`config.mk`:
```
export PLATFORM = sky130hd
export DESIGN_NAME = alu_32_issuer
export DESIGN_NICKNAME = d
export VERILOG_FILES = /design/src/rtl/alu_32_issuer.sv
export SDC_FILE = /design/constraint.sdc
export NUM_CORES = 1
export LEC_CHECK = 0
export ABC_CLOCK_PERIOD_IN_PS = 1700
export BUFFER_PORTS_ARGS = -buffer_cell sky130_fd_sc_hd__buf_4
export CAP_MARGIN = 15
export CORE_MARGIN = 2
export CORE_UTILIZATION = 25
export CTS_CLUSTER_SIZE = 20
export DETAILED_ROUTE_END_ITERATION = 10
export SYNTH_ARGS = -nofsm -noshare
export SYNTH_HDL_FRONTEND = slang
export SYNTH_SLANG_ARGS = --single-unit
export TNS_END_PERCENT = 5
```
`constraint.sdc`:
```
create_clock -name clk -period 1.7 [get_ports clk]
set_input_delay 0.17 -clock clk [delete_from_list [all_inputs] [get_ports clk]]
set_output_delay 0.17 -clock clk [all_outputs]
set_load 0.01 [all_outputs]
```
`src/rtl/alu_32_issuer.sv`:
```
// alu_32_issuer: sequential initiator for a combinational 32-bit ALU.
// It accepts one command over valid/ready and drives registered operands into
// the ALU. It waits SETTLE extra cycles, captures Z into a tagged response and
// holds that response until the consumer takes it. Only one command is in
// flight at a time.
//
// Optional feature: define ALU_32_ISSUER_FLAGS_EN to add the registered
// rsp_zero / rsp_neg result flags. The default build leaves them out.
//
// Parameters:
//   SETTLE : extra cycles the ALU inputs are held before Z is sampled (0..15)
//   TAG_W  : width of the response sequence tag

module alu_32_issuer #(
   parameter int SETTLE = 1,
   parameter int TAG_W  = 8
) (
   input  logic             clk,
   input  logic             rst,
   // command side
   input  logic             cmd_valid,
   output logic             cmd_ready,
   input  logic [31:0]      cmd_a,
   input  logic [31:0]      cmd_b,
   input  logic [3:0]       cmd_cond,
   // ALU side
   output logic [31:0]      alu_a,
   output logic [31:0]      alu_b,
   output logic [3:0]       alu_cond,
   input  logic [31:0]      alu_z,
   // response side
   output logic             rsp_valid,
   input  logic             rsp_ready,
   output logic [31:0]      rsp_z,
   output logic             rsp_err,
   output logic [TAG_W-1:0] rsp_tag,
   output logic             busy
`ifdef ALU_32_ISSUER_FLAGS_EN
   ,
   output logic             rsp_zero,
   output logic             rsp_neg
`endif
);

   typedef enum logic [1:0] {
      S_IDLE  = 2'd0,
      S_DRIVE = 2'd1,
      S_RESP  = 2'd2
   } state_t;

   // Opcodes whose zero divisor makes the ALU result meaningless.
   localparam logic [3:0] OP_DIV = 4'b0011;
   localparam logic [3:0] OP_MOD = 4'b0100;

   localparam logic [3:0] SETTLE_L = 4'(SETTLE);

   state_t           r_state;
   logic [3:0]       r_cnt;
   logic             r_err_pend;
   logic [31:0]      r_alu_a;
   logic [31:0]      r_alu_b;
   logic [3:0]       r_alu_cond;
   logic [31:0]      r_rsp_z;
   logic             r_rsp_err;
   logic             r_rsp_valid;
   logic [TAG_W-1:0] r_rsp_tag;
`ifdef ALU_32_ISSUER_FLAGS_EN
   logic             r_rsp_zero;
   logic             r_rsp_neg;
`endif

   logic             w_accept;
   logic             w_div_zero;
   logic [31:0]      w_capture_z;

   // A command is taken only while idle; cmd_valid elsewhere simply waits.
   assign w_accept    = cmd_valid && (r_state == S_IDLE);
   assign w_div_zero  = ((cmd_cond == OP_DIV) || (cmd_cond == OP_MOD)) && (cmd_b == 32'd0);
   // A zero divisor forces the all-ones error pattern and ignores the ALU result.
   assign w_capture_z = r_err_pend ? 32'hFFFF_FFFF : alu_z;

   // Issue FSM: accept, hold the operands for the settle time, capture, then hand off.
   // NOTE: state is updated with non-blocking assignments so every register
   // samples the values from before the edge, whatever order the statements run in.
   always_ff @(posedge clk) begin
      if (rst) begin
         // NOTE: the reset is synchronous and clears every register, including
         // the operand drive and the tag, so an in-flight command leaves no trace.
         r_state     <= S_IDLE;
         r_cnt       <= 4'd0;
         r_err_pend  <= 1'b0;
         r_alu_a     <= 32'd0;
         r_alu_b     <= 32'd0;
         r_alu_cond  <= 4'd0;
         r_rsp_z     <= 32'd0;
         r_rsp_err   <= 1'b0;
         r_rsp_valid <= 1'b0;
         r_rsp_tag   <= '0;
`ifdef ALU_32_ISSUER_FLAGS_EN
         r_rsp_zero  <= 1'b0;
         r_rsp_neg   <= 1'b0;
`endif
      end else begin
         case (r_state)
            S_IDLE: begin
               if (w_accept) begin
                  r_alu_a    <= cmd_a;
                  r_alu_b    <= cmd_b;
                  r_alu_cond <= cmd_cond;
                  r_cnt      <= SETTLE_L;
                  r_err_pend <= w_div_zero;
                  r_state    <= S_DRIVE;
               end
            end
            S_DRIVE: begin
               if (r_cnt != 4'd0) begin
                  r_cnt <= r_cnt - 4'd1;
               end else begin
                  r_rsp_z     <= w_capture_z;
                  r_rsp_err   <= r_err_pend;
                  r_rsp_valid <= 1'b1;
`ifdef ALU_32_ISSUER_FLAGS_EN
                  r_rsp_zero  <= (w_capture_z == 32'd0);
                  r_rsp_neg   <= w_capture_z[31];
`endif
                  r_state     <= S_RESP;
               end
            end
            S_RESP: begin
               // The response stays unchanged until the consumer takes it.
               if (rsp_ready) begin
                  r_rsp_valid <= 1'b0;
                  r_rsp_tag   <= r_rsp_tag + TAG_W'(1);
                  r_state     <= S_IDLE;
               end
            end
            default: begin
               r_state <= S_IDLE;
            end
         endcase
      end
   end

   assign cmd_ready = (r_state == S_IDLE);
   assign busy      = (r_state != S_IDLE);
   assign alu_a     = r_alu_a;
   assign alu_b     = r_alu_b;
   assign alu_cond  = r_alu_cond;
   assign rsp_valid = r_rsp_valid;
   assign rsp_z     = r_rsp_z;
   assign rsp_err   = r_rsp_err;
   assign rsp_tag   = r_rsp_tag;
`ifdef ALU_32_ISSUER_FLAGS_EN
   assign rsp_zero  = r_rsp_zero;
   assign rsp_neg   = r_rsp_neg;
`endif

endmodule
```
# Yosys cells after proc, flatten, opt, wreduce, memory -nomap -nowiden
# Index checks and enable logic that the tools add are counted.
[word_totals] regBits=117 input_bits=104 out_inout_bits=112 elab_cells=47
[classes] addsub=2 n_eq_ne=8 n_mux=11 bitwise=1 n_reduce_logical=15
[ops] cell="zero test 32 bit" n=1
[ops] cell="two-way mux 32 bit" n=1
[ops] cell="AND reduction 3 bit" n=3
[ops] cell="adder 8 x 1 -> 8 bit, second input constant" n=1
[ops] cell="two-way mux 4 bit" n=2
[ops] cell="one-hot mux 4 bit (2 select lines)" n=1
[ops] cell="two-way mux 2 bit" n=3
[ops] cell="!= test 2 bit, second input constant" n=3
[ops] cell="one-hot mux 2 bit (3 select lines)" n=1
[ops] cell="AND reduction 2 bit" n=3
[ops] cell="nonzero test 2 bit" n=3
[ops] cell="equality test 4 x 2 -> 1 bit, second input constant" n=1
[ops] cell="equality test 4 x 3 -> 1 bit, second input constant" n=1
[ops] cell="nonzero test 4 bit" n=1
[ops] cell="subtractor 4 x 1 -> 4 bit, second input constant" n=1
[ops] cell="equality test 2 x 1 -> 1 bit, second input constant" n=1
[ops] cell="equality test 2 bit, second input constant" n=1
[ops] cell="logical AND 1 bit" n=2
[ops] cell="zero test 2 bit" n=1
[ops] cell="two-way mux 1 bit" n=2
[ops] cell="!= test 2 x 1 -> 1 bit, second input constant" n=1
[ops] cell="one-hot mux 1 bit (2 select lines)" n=1
[ops] cell="logical OR 1 bit" n=1
[ops] cell="inverter 1 bit" n=1

# Logic depth before layout (Yosys ltp)
[depth] ltp_word=4 mapped_depth=7 ltp_nobuf=6

# Worst setup path before layout
# OpenSTA, ideal clock, no wires.
[synth_timing] path_type="reg-to-reg" start="register r_cnt[0]" end="register r_rsp_z[10] (netlist: rsp_z[10])" setup_ps=78 arrival_ps=1405 required_time_ps=1622 slack_ps=217 path_stages_with_launch=8 path_buffers=1 period_less_slack_ps=1483 cell_sequence="dfxtp_1 > inv_1 > ha_1 > or3b_4 > nor2_4 > buf_6 > nor2_1 > nor3_1"
[synth_via] elab_chain_cells=3
[synth_lines] element="from (decl)" line="58" text="logic [3:0] r_cnt;"
[synth_lines] element="from (signal assigned)" line="117" text="r_cnt <= r_cnt - 4'd1;"
[synth_lines] element="nonzero test 4 bit" line="116" text="if (r_cnt != 4'd0) begin"
[synth_lines] element="inverter 1 bit (no line)"
[synth_lines] element="AND reduction 2 bit (no line)"
[synth_lines] element="to (signal assigned)" line="119" text="r_rsp_z <= w_capture_z;"
[synth_lines] element="to (decl)" line="63" text="logic [31:0] r_rsp_z;"
# Every way passes these cells.
# A chain may end at the register's enable or synchronous reset.

# Worst setup path after layout
[layout_timing] start="register r_cnt[1]" end="register r_rsp_z[16] (netlist: rsp_z[16])"
# The elaborated chain is that of the path after synthesis.

==> metrics.cfg <==
[outcome]
status=complete, no violations

[sta]
post-route-period-util_pct=95.2
worst_slack_ns=0.0809
max_slew_margin_pct=63.1
slew_violations=0
period_needed_ns=1.62
holdWs_ns=0.0189
hold_viol_final=0
worst_pin_slew_ns=0.554
finalClockSkew_ns=0.00419
max_freq_mhz=618
setup_viol=0

[synthesis]
ys_seq_elements=117
syn-instance-count=541
syn-cell-area_sq_um=4360
postSynthAreaPerCell_sq_um=8.06
yosysWarnings=0
yosysSeqAreaShare_pct=53.7
syn_nets=647
synth_cell_types=32

[clock_tree]
cts_tree=done
clk_latency_ns=0.40
cts_buffers=17
cts_root_buffer=clkbuf_16
clock_path_buffers=2
clock_sinks=117
clk_pin_slew_worst_paths_ns=0.05
cts.htree.levels=4

[global_routing]
grt_antenna_before_repair=0
grt_pass1_vias=4099
grt_use_total_pct=14.4
gr-total-overflow=0
grt_pass1_wl_um=20800
grtUsageMet3_pct=5.74
grt_max_degree=118
use_met1_pct=17.6
grt_busiest_layer=met2
grtUsageMet2_pct=23.1

[drt]
wl_um=14200
wire_per_inst_um=13.9
firstDrtPassIters=5
drc=0
drt_iter0_drc=184
num_vias=4459
drt.antenna.violating_nets=0
avgViaCountPerCell=4.38

[final_layout]
drive_above_1_share_pct=34.7
final_nets=885
area_growth_pct=65.0
utilization_pct=41.9
n_antenna_cell=0

[die]
num_io_pins=216
die_w_um=136
row_count=48
coreArea_sq_um=17200
dieArea_sq_um=18500
die-height_um=136
start_util_pct=25.4

[setup_path]
r2r_cells=8
endpoint_kind=flip-flop
critPathKind=flip-flop to flip-flop
arrival_ns=1.94
cp-start-kind=flip-flop
cp.required_ns=2.02
worstPathMaxFanout=8

[place]
place_congestion=0.772
dpl.hpwl_um=9150
post-place-ws_ns=0.0590
portBuffers=215

[power_and_ir_drop]
ir_drop_v=0.000708
cellLeakagePower_nw=3.13
powerDensity_nw_per_um2=1110
total_power_w=0.00797

[run]
cap_violations=0

[min_path]
min_path_type=input port to flip-flop
hold-path-cell-count=3

what timing repair did:
item                                   in CTS  in global routing
hold buffers                               25                  2
resized for setup                           0                  8
setup buffers                               0                  1
setup endpoints to repair                   0                 33
endpoints found under the hold margin      25                  2
registers in the layout (all words and copies together) (netlist names):
register and count:
alu_a 32, alu_b 32, rsp_z 32, rsp_tag 8
alu_cond 4, r_cnt 4, r_state 2, r_err_pend 1
rsp_err 1, rsp_valid 1
cell usage after synthesis, drive strengths merged:
master,count,area share (%)
nand2,149,13
dfxtp,117,54
a21oi,75,8.6
nor3,69,7.9
nor2,47,4.2
buf,22,3.4
clkbuf,17,1.5
nor4,9,1.3
inv,4,0.34
xnor2,4,0.80
o21ai,3,0.34
or3b,3,0.66
ha,2,0.57
nand2b,2,0.29
nand4,2,0.29
nand4b,2,0.75
nor3b,2,0.34
or3,2,0.29
xor2,2,0.40
a211oi,1,0.17
and4,1,0.20
mux2,1,0.26
mux2i,1,0.23
nand3,1,0.11
nand3b,1,0.17
nor2b,1,0.14
o22ai,1,0.14
worst paths after layout:
check	slack, ns	to	startpoint
worst max-delay path	0.08	rsp_z[16]	r_cnt[1]
worst max register to register	0.08	rsp_z[16]	r_cnt[1]
worst min register to register	0.45	alu_a[18]	alu_a[18]
worst min-delay path	0.02	alu_a[7]	cmd_a[7]
critical path, cell delays in order, from the launching register on:
cell	delay, ns
dfxtp_2	0.33
inv_2	0.06
ha_4	0.13
or3b_4	0.40
nor2_4	0.13
buf_12	0.14
clkbuf_16	0.15
nor2_1	0.05
nor3_1	0.15
per-stage QoR:
step	instances	instance area [sq um]	setup TNS, ns
final	1017	7190	0
after global routing	1017	7190	-0.00457
after CTS	1010	7040	0
after detailed placement	953	6200	0
after global placement	953	6200	0
after floorplan	541	4360	0
report_power, final:
part / total (W) / switching (W) / internal [W] / leakage [nW]
sequential: 0.00306 / 0.000110 / 0.00295 / 0.959
combinational: 0.00136 / 0.000657 / 0.000707 / 1.88
clock: 0.00354 / 0.00124 / 0.00230 / 0.289
layout make-up:
| type | count | area (sq um) |
|---|---|---|
| inverter | 4 | 15.0 |
| clock inverter | 9 | 100 |
| multi-input combinational | 381 | 1810 |
| tap | 225 | 282 |
| fill | 1763 | 9980 |
| timing repair buffer | 258 | 2150 |
| sequential | 117 | 2340 |
| clock buffer | 23 | 488 |
kinds of logic after synthesis:
family | share of synthesized area (%)
AOI/OAI and AO/OA | 9.27
adders and majority gates | 0.574
DFF | 53.7
muxes | 0.488
and+or+nand+nor | 29.5
buffers and inverters | 5.20
xor gates and xnor gates | 1.21
cell usage in the layout (no fill, tap or decap), types with 3 or more instances in the layout:
cell type / instances
nor3_1: 69
nand2_1: 149
dlygate4sd3_1: 27
buf_4: 220
o21ai_0: 3
clkbuf_16: 20
clkbuf_8: 4
clkinv_2: 5
a21oi_1: 75
xnor2_1: 4
buf_12: 7
nor2_1: 46
nor4_1: 9
dfxtp_1: 115
metal layers:
layer	routed length (um)	part of all wire, %
met1	5980	42
met2	6860	48
met3	1190	8.4
met4	163	1.1
met5	0	0
Note: power is estimated with default switching activity, not from simulation.
